**src/rtl/noc_pkg.sv**
```systemverilog
// Shared NoC types: flit width, flit type encoding and the arbiter state.
package noc_pkg;

  localparam int FLIT_W = 16;

  // Flit type lives in the two MSBs of every flit.
  typedef enum logic [1:0] {
    BODY   = 2'b00,
    TAIL   = 2'b01,
    HEAD   = 2'b10,
    SINGLE = 2'b11
  } flit_type_t;

  typedef enum logic {
    IDLE   = 1'b0,
    LOCKED = 1'b1
  } arb_state_t;

  function automatic flit_type_t flit_type(input logic [FLIT_W-1:0] flit);
    return flit_type_t'(flit[15:14]);
  endfunction

endpackage

```
**src/rtl/rr_arbiter.sv**
```systemverilog
// Combinational rotating-priority picker: the first requester strictly after
// ptr (wrapping) wins. ptr itself has the lowest priority.
module rr_arbiter #(
  parameter  int N     = 5,
  localparam int PTR_W = (N > 1) ? $clog2(N) : 1
) (
  input  logic [N-1:0]     req,
  input  logic [PTR_W-1:0] ptr,
  output logic [N-1:0]     gnt,
  output logic [PTR_W-1:0] index,
  output logic             any
);

  // Walk the ports once starting after ptr and latch the first request seen.
  always_comb begin
    logic [PTR_W-1:0] v_idx;
    gnt   = '0;
    index = '0;
    any   = 1'b0;
    v_idx = ptr;
    for (int k = 0; k < N; k++) begin
      v_idx = (v_idx == PTR_W'(N - 1)) ? '0 : v_idx + PTR_W'(1);
      if (!any && req[v_idx]) begin
        any        = 1'b1;
        gnt[v_idx] = 1'b1;
        index      = v_idx;
      end
    end
  end

endmodule

```
**src/rtl/noc_port_arbiter.sv**
```systemverilog
// Output-port scheduler: round-robin between input queues with wormhole
// locking, feeding a one-entry output register.
//
// Handshake: a flit transfers downstream on any cycle with out_valid_o=1 and
// out_ready_i=1. While out_valid_o=1 and out_ready_i=0 the output register is
// frozen. A queue pop (q_pop_o) is issued only when the output register is
// empty or being drained this cycle, so a popped flit always has a slot.
module noc_port_arbiter
  import noc_pkg::*;
#(
  parameter  int NUM_IN = 5,
  parameter  int FLIT_W = noc_pkg::FLIT_W,
  localparam int PTR_W  = (NUM_IN > 1) ? $clog2(NUM_IN) : 1
) (
  input  logic                     clk,
  input  logic                     rst,
  input  logic [NUM_IN-1:0]        q_valid_i,
  input  logic [NUM_IN*FLIT_W-1:0] q_data_i,
  output logic [NUM_IN-1:0]        q_pop_o,
  output logic                     out_valid_o,
  output logic [FLIT_W-1:0]        out_data_o,
  input  logic                     out_ready_i,
  output logic [NUM_IN-1:0]        grant_o,
  output logic                     err_o,
  output arb_state_t               dbg_state_o
);

  arb_state_t         r_state, w_state_nxt;
  logic [PTR_W-1:0]   r_rr_ptr, w_ptr_nxt;
  logic [PTR_W-1:0]   r_lock, w_lock_nxt;
  logic [NUM_IN-1:0]  r_grant, w_grant_nxt;
  logic               r_err, w_err_nxt;
  logic               r_out_valid;
  logic [FLIT_W-1:0]  r_out_data;

  logic               w_can_accept;
  logic [NUM_IN-1:0]  w_pop;
  logic [PTR_W-1:0]   w_pop_idx;
  logic               w_pop_any;
  logic [FLIT_W-1:0]  w_flit;
  flit_type_t         w_ftype;
  logic               w_load;
  logic [NUM_IN-1:0]  w_rr_gnt;
  logic [PTR_W-1:0]   w_rr_idx;
  logic               w_rr_any;

  assign w_can_accept = !r_out_valid || out_ready_i;

  rr_arbiter #(.N(NUM_IN)) u_rr (
    .req   (q_valid_i),
    .ptr   (r_rr_ptr),
    .gnt   (w_rr_gnt),
    .index (w_rr_idx),
    .any   (w_rr_any)
  );

  // Pop selection: round-robin winner when idle, only the locked port otherwise.
  always_comb begin
    w_pop     = '0;
    w_pop_idx = '0;
    if (w_can_accept) begin
      if (r_state == IDLE) begin
        if (w_rr_any) begin
          w_pop     = w_rr_gnt;
          w_pop_idx = w_rr_idx;
        end
      end else if (q_valid_i[r_lock]) begin
        w_pop[r_lock] = 1'b1;
        w_pop_idx     = r_lock;
      end
    end
  end

  assign w_pop_any = |w_pop;

  // Head-flit mux for the popped queue (show-ahead data).
  always_comb begin
    w_flit = '0;
    for (int i = 0; i < NUM_IN; i++) begin
      if (w_pop[i]) w_flit = q_data_i[i*FLIT_W +: FLIT_W];
    end
  end

  assign w_ftype = flit_type(w_flit);

  // Next-state logic: packet locking, pointer update and protocol-error detection.
  always_comb begin
    w_state_nxt = r_state;
    w_ptr_nxt   = r_rr_ptr;
    w_lock_nxt  = r_lock;
    w_grant_nxt = r_grant;
    w_err_nxt   = 1'b0;
    w_load      = 1'b0;
    if (w_pop_any) begin
      if (r_state == IDLE) begin
        case (w_ftype)
          HEAD: begin
            w_state_nxt = LOCKED;
            w_lock_nxt  = w_pop_idx;
            w_grant_nxt = w_pop;
            w_load      = 1'b1;
          end
          SINGLE: begin
            w_ptr_nxt = w_pop_idx;
            w_load    = 1'b1;
          end
          default: begin
            // Stray BODY/TAIL with no open packet: drop it and flag it.
            w_ptr_nxt = w_pop_idx;
            w_err_nxt = 1'b1;
          end
        endcase
      end else begin
        // Inside a packet everything is forwarded; only TAIL closes it.
        w_load = 1'b1;
        if (w_ftype == TAIL) begin
          w_state_nxt = IDLE;
          w_ptr_nxt   = r_lock;
          w_grant_nxt = '0;
        end
      end
    end
  end

  // Arbitration state registers.
  always_ff @(posedge clk or negedge rst) begin
    if (!rst) begin
      r_state  <= IDLE;
      r_rr_ptr <= PTR_W'(NUM_IN - 1);
      r_lock   <= '0;
      r_grant  <= '0;
      r_err    <= 1'b0;
    end else begin
      r_state  <= w_state_nxt;
      r_rr_ptr <= w_ptr_nxt;
      r_lock   <= w_lock_nxt;
      r_grant  <= w_grant_nxt;
      r_err    <= w_err_nxt;
    end
  end

  // One-entry output stage: load on pop, clear when drained without refill.
  always_ff @(posedge clk or negedge rst) begin
    if (!rst) begin
      r_out_valid <= 1'b0;
      r_out_data  <= '0;
    end else if (w_load) begin
      r_out_valid <= 1'b1;
      r_out_data  <= w_flit;
    end else if (out_ready_i) begin
      r_out_valid <= 1'b0;
    end
  end

  assign q_pop_o     = w_pop;
  assign out_valid_o = r_out_valid;
  assign out_data_o  = r_out_data;
  assign grant_o     = r_grant;
  assign err_o       = r_err;
  assign dbg_state_o = r_state;

endmodule

```
**config.mk**
```make
export PLATFORM = sky130hd
export DESIGN_NAME = noc_port_arbiter
export DESIGN_NICKNAME = d
export VERILOG_FILES = /design/src/rtl/noc_pkg.sv /design/src/rtl/rr_arbiter.sv /design/src/rtl/noc_port_arbiter.sv
export SDC_FILE = /design/constraint.sdc
export NUM_CORES = 1
export LEC_CHECK = 0
export ABC_AREA = 1
export CORE_MARGIN = 2
export CORE_UTILIZATION = 49
export DETAILED_ROUTE_END_ITERATION = 8
export PLACE_DENSITY = 0.91
export SLEW_MARGIN = 20
export SYNTH_ARGS = -nofsm -noshare
export SYNTH_HDL_FRONTEND = slang
export SYNTH_SLANG_ARGS = --single-unit
```
**constraint.sdc**
```tcl
create_clock -name clk -period 8.2 [get_ports clk]
set_input_delay 2.46 -clock clk [delete_from_list [all_inputs] [get_ports clk]]
set_output_delay 2.46 -clock clk [all_outputs]
set_load 0.1 [all_outputs]
```
# [Word level (Yosys, flattened, before mapping)]
# Cells that the tools add are included.
[classes] n_addsub=5 order_cmp=12 n_eq_ne=10 mux=72 n_bitwise=5 reduce_logical=23
[ops] op="$mux W16" count=5
[ops] op="$mux W5" count=12
[ops] op="$mux W3" count=15
[ops] op="$mux W1" count=28
[ops] op="$lt A3 B4 Y1 const B" count=6
[ops] op="$or A5 B5 Y5" count=4
[ops] op="$bmux W1 S3" count=6
[ops] op="$demux W1 S3" count=6
[ops] op="$ge A3 B1 Y1 const B" count=6
[ops] op="$add A3 B1 Y3 const B" count=5
[ops] op="$eq A3 B3 Y1 const B" count=5
[ops] op="$logic_and A1 B1 Y1" count=10
[ops] op="$reduce_and A3 Y1" count=3
[ops] op="$logic_not A1 Y1" count=5
[ops] op="$reduce_or A5 Y1" count=1
[ops] op="$eq A2 B2 Y1 const B" count=2
[ops] op="$reduce_bool A2 Y1" count=2
[ops] op="$eq A2 B1 Y1 const B" count=1
[ops] op="$ne A2 B1 Y1 const B" count=1
[ops] op="$ne A2 B2 Y1 const B" count=1
[ops] op="$reduce_or A2 Y1" count=1
[ops] op="$logic_or A1 B1 Y1" count=1
[ops] op="$not A1 Y1" count=1
[totals] regBits=30 out_inout_bits=29 elab_cells=134

# [Depth between registers and ports, before layout]
[depth] word_depth=31 mapped_depth=35 mapped_depth_nobuf=34

# [By module]
# Synthesis repeated with hierarchy kept, for this count alone.
[hier_totals] hier_cells=568 hier_area_um2=3499.6
[modules_own_cells] mod="noc_port_arbiter" n_inst=1 cells_per_inst=335 area_each_um2=2199.6 seq_area_each_um2=752.0
[modules_own_cells] mod="rr_arbiter" n_inst=1 cells_per_inst=233 area_each_um2=1300.0 seq_area_each_um2=0.0

# [Least setup slack after synthesis]
# OpenSTA, ideal clock, no wires.
[synth_path] path_kind="input -> output" from="input port q_valid_i[1]" to="output port q_pop_o[4]" t_arrival_ps=5042 required_time_ps=5740 slack_ps=698 path_stages=13 n_path_buf=1 cell_sequence="or2_2 -> a21oi_1 -> nor2_2 -> nor2_4 -> inv_2 -> nor2_8 -> nand3_4 -> a21oi_4 -> nand4_1 -> nand4_2 -> nand3_4 -> inv_2 -> clkbuf_1"
[synth_between] elab_chain_len=18 word_cells_on_any_way=38 classes_between="mux: 26; bitwise: 4; reduce/logical: 8"
[synth_rtl] item="start, declared" line_no="noc_port_arbiter.sv:17" rtl="input logic [NUM_IN-1:0] q_valid_i,"
[synth_rtl] item="$bmux W1 S3" line_no="rr_arbiter.sv:23" rtl="if (!any && req[v_idx]) begin"
[synth_rtl] item="$mux W1 (implied by the code)" line_no="rr_arbiter.sv:23"
[synth_rtl] item="$mux W1" line_no="rr_arbiter.sv:23"
[synth_rtl] item="$logic_not A1 Y1" line_no="rr_arbiter.sv:23"
[synth_rtl] item="$logic_and A1 B1 Y1" line_no="rr_arbiter.sv:23"
[synth_rtl] item="$mux W1" line_no="rr_arbiter.sv:23"
[synth_rtl] item="$logic_not A1 Y1" line_no="rr_arbiter.sv:23"
[synth_rtl] item="$logic_and A1 B1 Y1" line_no="rr_arbiter.sv:23"
[synth_rtl] item="(+2 left out)"
[synth_rtl] item="$logic_and A1 B1 Y1" line_no="rr_arbiter.sv:23"
[synth_rtl] item="$mux W1" line_no="rr_arbiter.sv:23"
[synth_rtl] item="$logic_not A1 Y1" line_no="rr_arbiter.sv:23"
[synth_rtl] item="$logic_and A1 B1 Y1" line_no="rr_arbiter.sv:23"
[synth_rtl] item="$mux W5 or $mux W1 (tied branches)" line_no="rr_arbiter.sv:23"
[synth_rtl] item="$mux W5" line_no="noc_port_arbiter.sv:63" rtl="if (w_rr_any) begin"
[synth_rtl] item="$mux W5 *" line_no="noc_port_arbiter.sv:62" rtl="if (r_state == IDLE) begin"
[synth_rtl] item="$mux W5 *" line_no="noc_port_arbiter.sv:61" rtl="if (w_can_accept) begin"
[synth_rtl] item="end, declared" line_no="noc_port_arbiter.sv:19" rtl="output logic [NUM_IN-1:0] q_pop_o,"
# Every way passes the cells marked *; elsewhere a longest branch is shown, timed or not. The select of a mux whose other input is x is not followed.

# [Worst setup path in the final report]
# Same ends and word-level chain as after synthesis.

==> load_flow_metrics.sql <==
INSERT INTO impl_metrics (metric_group, metric, value, unit) VALUES
('sta', 'min_period_over_period', '92.4', '%'),
('drt', 'drt_drc_violations_left', '0', ''),
('yosys', 'yosys_warnings', '0', ''),
('setup_path', 'cp.required', '5.74', 'ns'),
('worst_hold_path', 'min_to', 'out_data_o[15]$_DFFE_PN0P_', ''),
('finish', 'area.growth.synth_to_final', '41.7', '%'),
('floorplanning', 'die_h', '84.0', 'µm'),
('setup_path', 'start_kind', 'input port', ''),
('setup_path', 'worst_path_fanout_max', '19', ''),
('sta', 'final-max-slew-violation-count', '0', ''),
('job', 'timing.max_cap.violations', '0', ''),
('floorplanning', 'die_width', '84.0', 'µm'),
('sta', 'finalSetupViolations', '0', ''),
('setup_path', 'timing_worst_setup_path_type', 'input port to output pin', ''),
('setup_path', 'crit_path_end_kind', 'output pin', ''),
('yosys', 'synth.cell_area', '3140', 'µm²'),
('sta', 'fmaxAchievable', '132', 'MHz'),
('clock_network', 'path_clk_slew', '0.07', 'ns'),
('floorplanning', 'fp.dieArea', '7060', 'µm²'),
('clock_network', 'cts_repair_resize_count', '0', ''),
('sta', 'slew_headroom', '32.6', '%'),
('global_route', 'grt_start_max_net_pins', '33', ''),
('yosys', 'synth-seq-area-share', '24.0', '%'),
('yosys', 'postSynthAreaPerCell', '6.43', 'µm²'),
('floorplanning', 'core-area', '6280', 'µm²'),
('clock_network', 'postCtsSetupRepairBufs', '0', ''),
('clock_network', 'numCtsBuffers', '5', ''),
('clock_network', 'clkLatencyLatePin', '0.29', 'ns'),
('sta', 'final_period_minus_worst_setup_slack', '7.58', 'ns'),
('drt', 'detailedRoute.firstPassIterationCount', '5', ''),
('sta', 'fin_hold_ws', '0.495', 'ns'),
('finish', 'num_antenna_cells', '0', ''),
('yosys', 'synth_largest_area_cell', 'dfrtp_1', ''),
('floorplanning', 'num_rows', '29', ''),
('yosys', 'netlist-cell-type-count', '40', ''),
('setup_path', 'r2r_cells', '31', ''),
('placed_design', 'port-buffer-count', '116', ''),
('clock_network', 'tritoncts', 'done', ''),
('clock_network', 'clock_sink_count', '30', ''),
('setup_path', 'regToRegEndpoint', 'out_data_o[10]$_DFFE_PN0P_', ''),
('setup_path', 'timing.reg2reg.setup_slack', '3.12', 'ns'),
('drt', 'drt-initial-drc-count', '382', ''),
('clock_network', 'clock_path_buffers', '2', ''),
('clock_network', 'post_cts_hold_buffer_count', '0', ''),
('global_route', 'wire_length_of_the_first_global_routing_pass', '17100', 'µm'),
('yosys', 'synth_top_cells_by_area', 'dfrtp_1 (23%), nand2_1 (18%), nand3_1 (8.8%), nand4_1 (5.4%), nor2_1 (5.0%)', ''),
('yosys', 'yosys_register_bits', '30', ''),
('sta', 'grt_setup_unrepaired', 'no', ''),
('sta', 'finalClockSkew', '0.00699', 'ns'),
('floorplanning', 'floorplan.io_pins', '117', ''),
('floorplanning', 'initial_utilization', '50.0', '%'),
('drt', 'drtAntennaViolNets', '0', ''),
('worst_hold_path', 'worst_hold_path.num_cells', '2', ''),
('sta', 'hold_viol_final', '0', ''),
('global_route', 'grt_pass1_vias', '3617', ''),
('clock_network', 'clockRootBuffer', 'clkbuf_8', ''),
('worst_hold_path', 'hp-start', 'out_data_o[15]$_DFFE_PN0P_', ''),
('yosys', 'netlist_instances', '488', ''),
('worst_hold_path', 'min_path_type', 'flop to flop', ''),
('global_route', 'grt_util_all_layers', '30.0', '%'),
('clock_network', 'cts_max_level', '2', ''),
('yosys', 'syn_nets', '582', ''),
('yosys', 'yosysTopAreaCellShare', '23.1', '%'),
('finish', 'most-common-layout-cells', 'nand2_1 (152), clkdlybuf4s50_1 (111), nand3_1 (55)', ''),
('drt', 'dr_total_vias', '3747', ''),
('placed_design', 'gp_congestion', '1.04', ''),
('drt', 'totalWireLength', '10500', 'µm'),
('global_route', 'global_route.overflow_total', '0', ''),
('setup_path', 'regToRegStartpoint', 'r_rr_ptr[0]$_DFFE_PN0P_', ''),
('drt', 'drt-vias-per-instance', '5.53', ''),
('status', 'status', 'completed', ''),
('setup_path', 'crit_arrival', '5.12', 'ns'),
('sta', 'worst_pin_slew', '1.01', 'ns'),
('placed_design', 'place_hpwl', '8550', 'µm'),
('finish', 'layout_net_count', '693', ''),
('drt', 'wl_per_cell', '15.5', 'µm'),
('sta', 'summed_negative_setup_slack_over_all_endpoints', '0', 'ns'),
('global_route', 'antenna_violations_before_repair', '0', ''),
('finish', 'drive_above_1_share', '14.5', '%'),
('finish', 'layout.cells.most_common', 'nand2_1', '');
layer usage:
metal / wire length [µm] / GRT usage, % / share of wire, %
met5: 0 / 0 / 0
met1: 4180 / 35.5 / 40
met3: 697 / 4.45 / 6.6
met4: 274 / 11.0 / 2.6
met2: 5340 / 54.6 / 51
stage by stage:
step	std cells	setup WS (ns)	instance area, µm²	utilization, %
floorplan	488	0.698	3140	-
global placement	669	0.715	4350	69.4
detailed placement	669	0.672	4350	69.4
CTS	677	0.664	4450	70.8
global route	677	0.435	4450	70.8
finish	677	0.622	4450	70.8
critical path, stage by stage:
cell,delay [ns]
clkdlybuf4s50_1,0.53
or2_2,0.34
a21oi_1,0.18
nor2_2,0.10
nor2_4,0.14
inv_2,0.07
nor2_8,0.15
inv_2,0.05
a21oi_1,0.26
nand2_1,0.11
nand4_2,0.14
nand3_4,0.23
inv_2,0.17
buf_12,0.18
final cells by class:
| cell class | instances | area, µm² |
|---|---|---|
| clock buffers | 7 | 86.3 |
| clock inverters | 1 | 5.00 |
| fillers | 540 | 1830 |
| inverters | 52 | 198 |
| multi-input cells | 391 | 2090 |
| flip-flops and latches | 30 | 752 |
| well taps | 77 | 96.3 |
| repair buffers | 119 | 1220 |
kinds of logic (layout without fill, tap and decap cells):
logic type	Yosys count	in the layout	synth area share, %
flip-flops	30	30	24.0
AND/OR/NAND/NOR	341	341	55.6
adder cells (fa/ha/maj)	6	6	2.39
buffers and inverters	67	179	9.49
AO/OA/AOI/OAI	44	44	8.54
Yosys cell counts:
cell,count
inv_2,11
o22ai_1,2
a31oi_1,16
nand2_1,152
a21oi_1,9
ha_1,6
clkinv_1,1
buf_2,5
nor3_1,2
nand3_4,4
o21ai_0,9
nor4_1,1
inv_1,39
nand3b_1,3
o21ai_1,2
nand2_4,3
nand2_2,18
or2_2,17
nand3_2,4
nand4_2,2
inv_4,1
nor2_4,1
dfstp_2,1
dfrtp_1,29
a21boi_0,1
nor2_2,3
nor2_1,42
nor2_8,2
a221oi_1,1
a21oi_4,1
nand4_1,27
nand2_8,3
clkbuf_1,4
buf_4,2
o211ai_1,1
nand3_1,55
o21bai_1,2
or2_0,1
or2_4,1
buf_6,4
worst max path at each step:
stage / startpoint / to / slack [ns]
after floorplan: q_valid_i[1] / q_pop_o[4] / 0.70
after global placement: q_valid_i[1] / q_pop_o[3] / 0.72
after detailed placement: q_valid_i[1] / q_pop_o[3] / 0.67
after CTS: q_valid_i[1] / q_pop_o[4] / 0.66
after global routing: q_valid_i[1] / q_pop_o[4] / 0.43
final: q_valid_i[1] / q_pop_o[4] / 0.62
registers in the layout, summed over array words and instances (netlist names):
signal       count
out_data_o      16
grant_o          5
r_lock           3
r_rr_ptr         3
dbg_state_o      1
err_o            1
out_valid_o      1
Power is not shown: default switching activity piles up to over one toggle a cycle in this logic, so the estimate is an artifact.
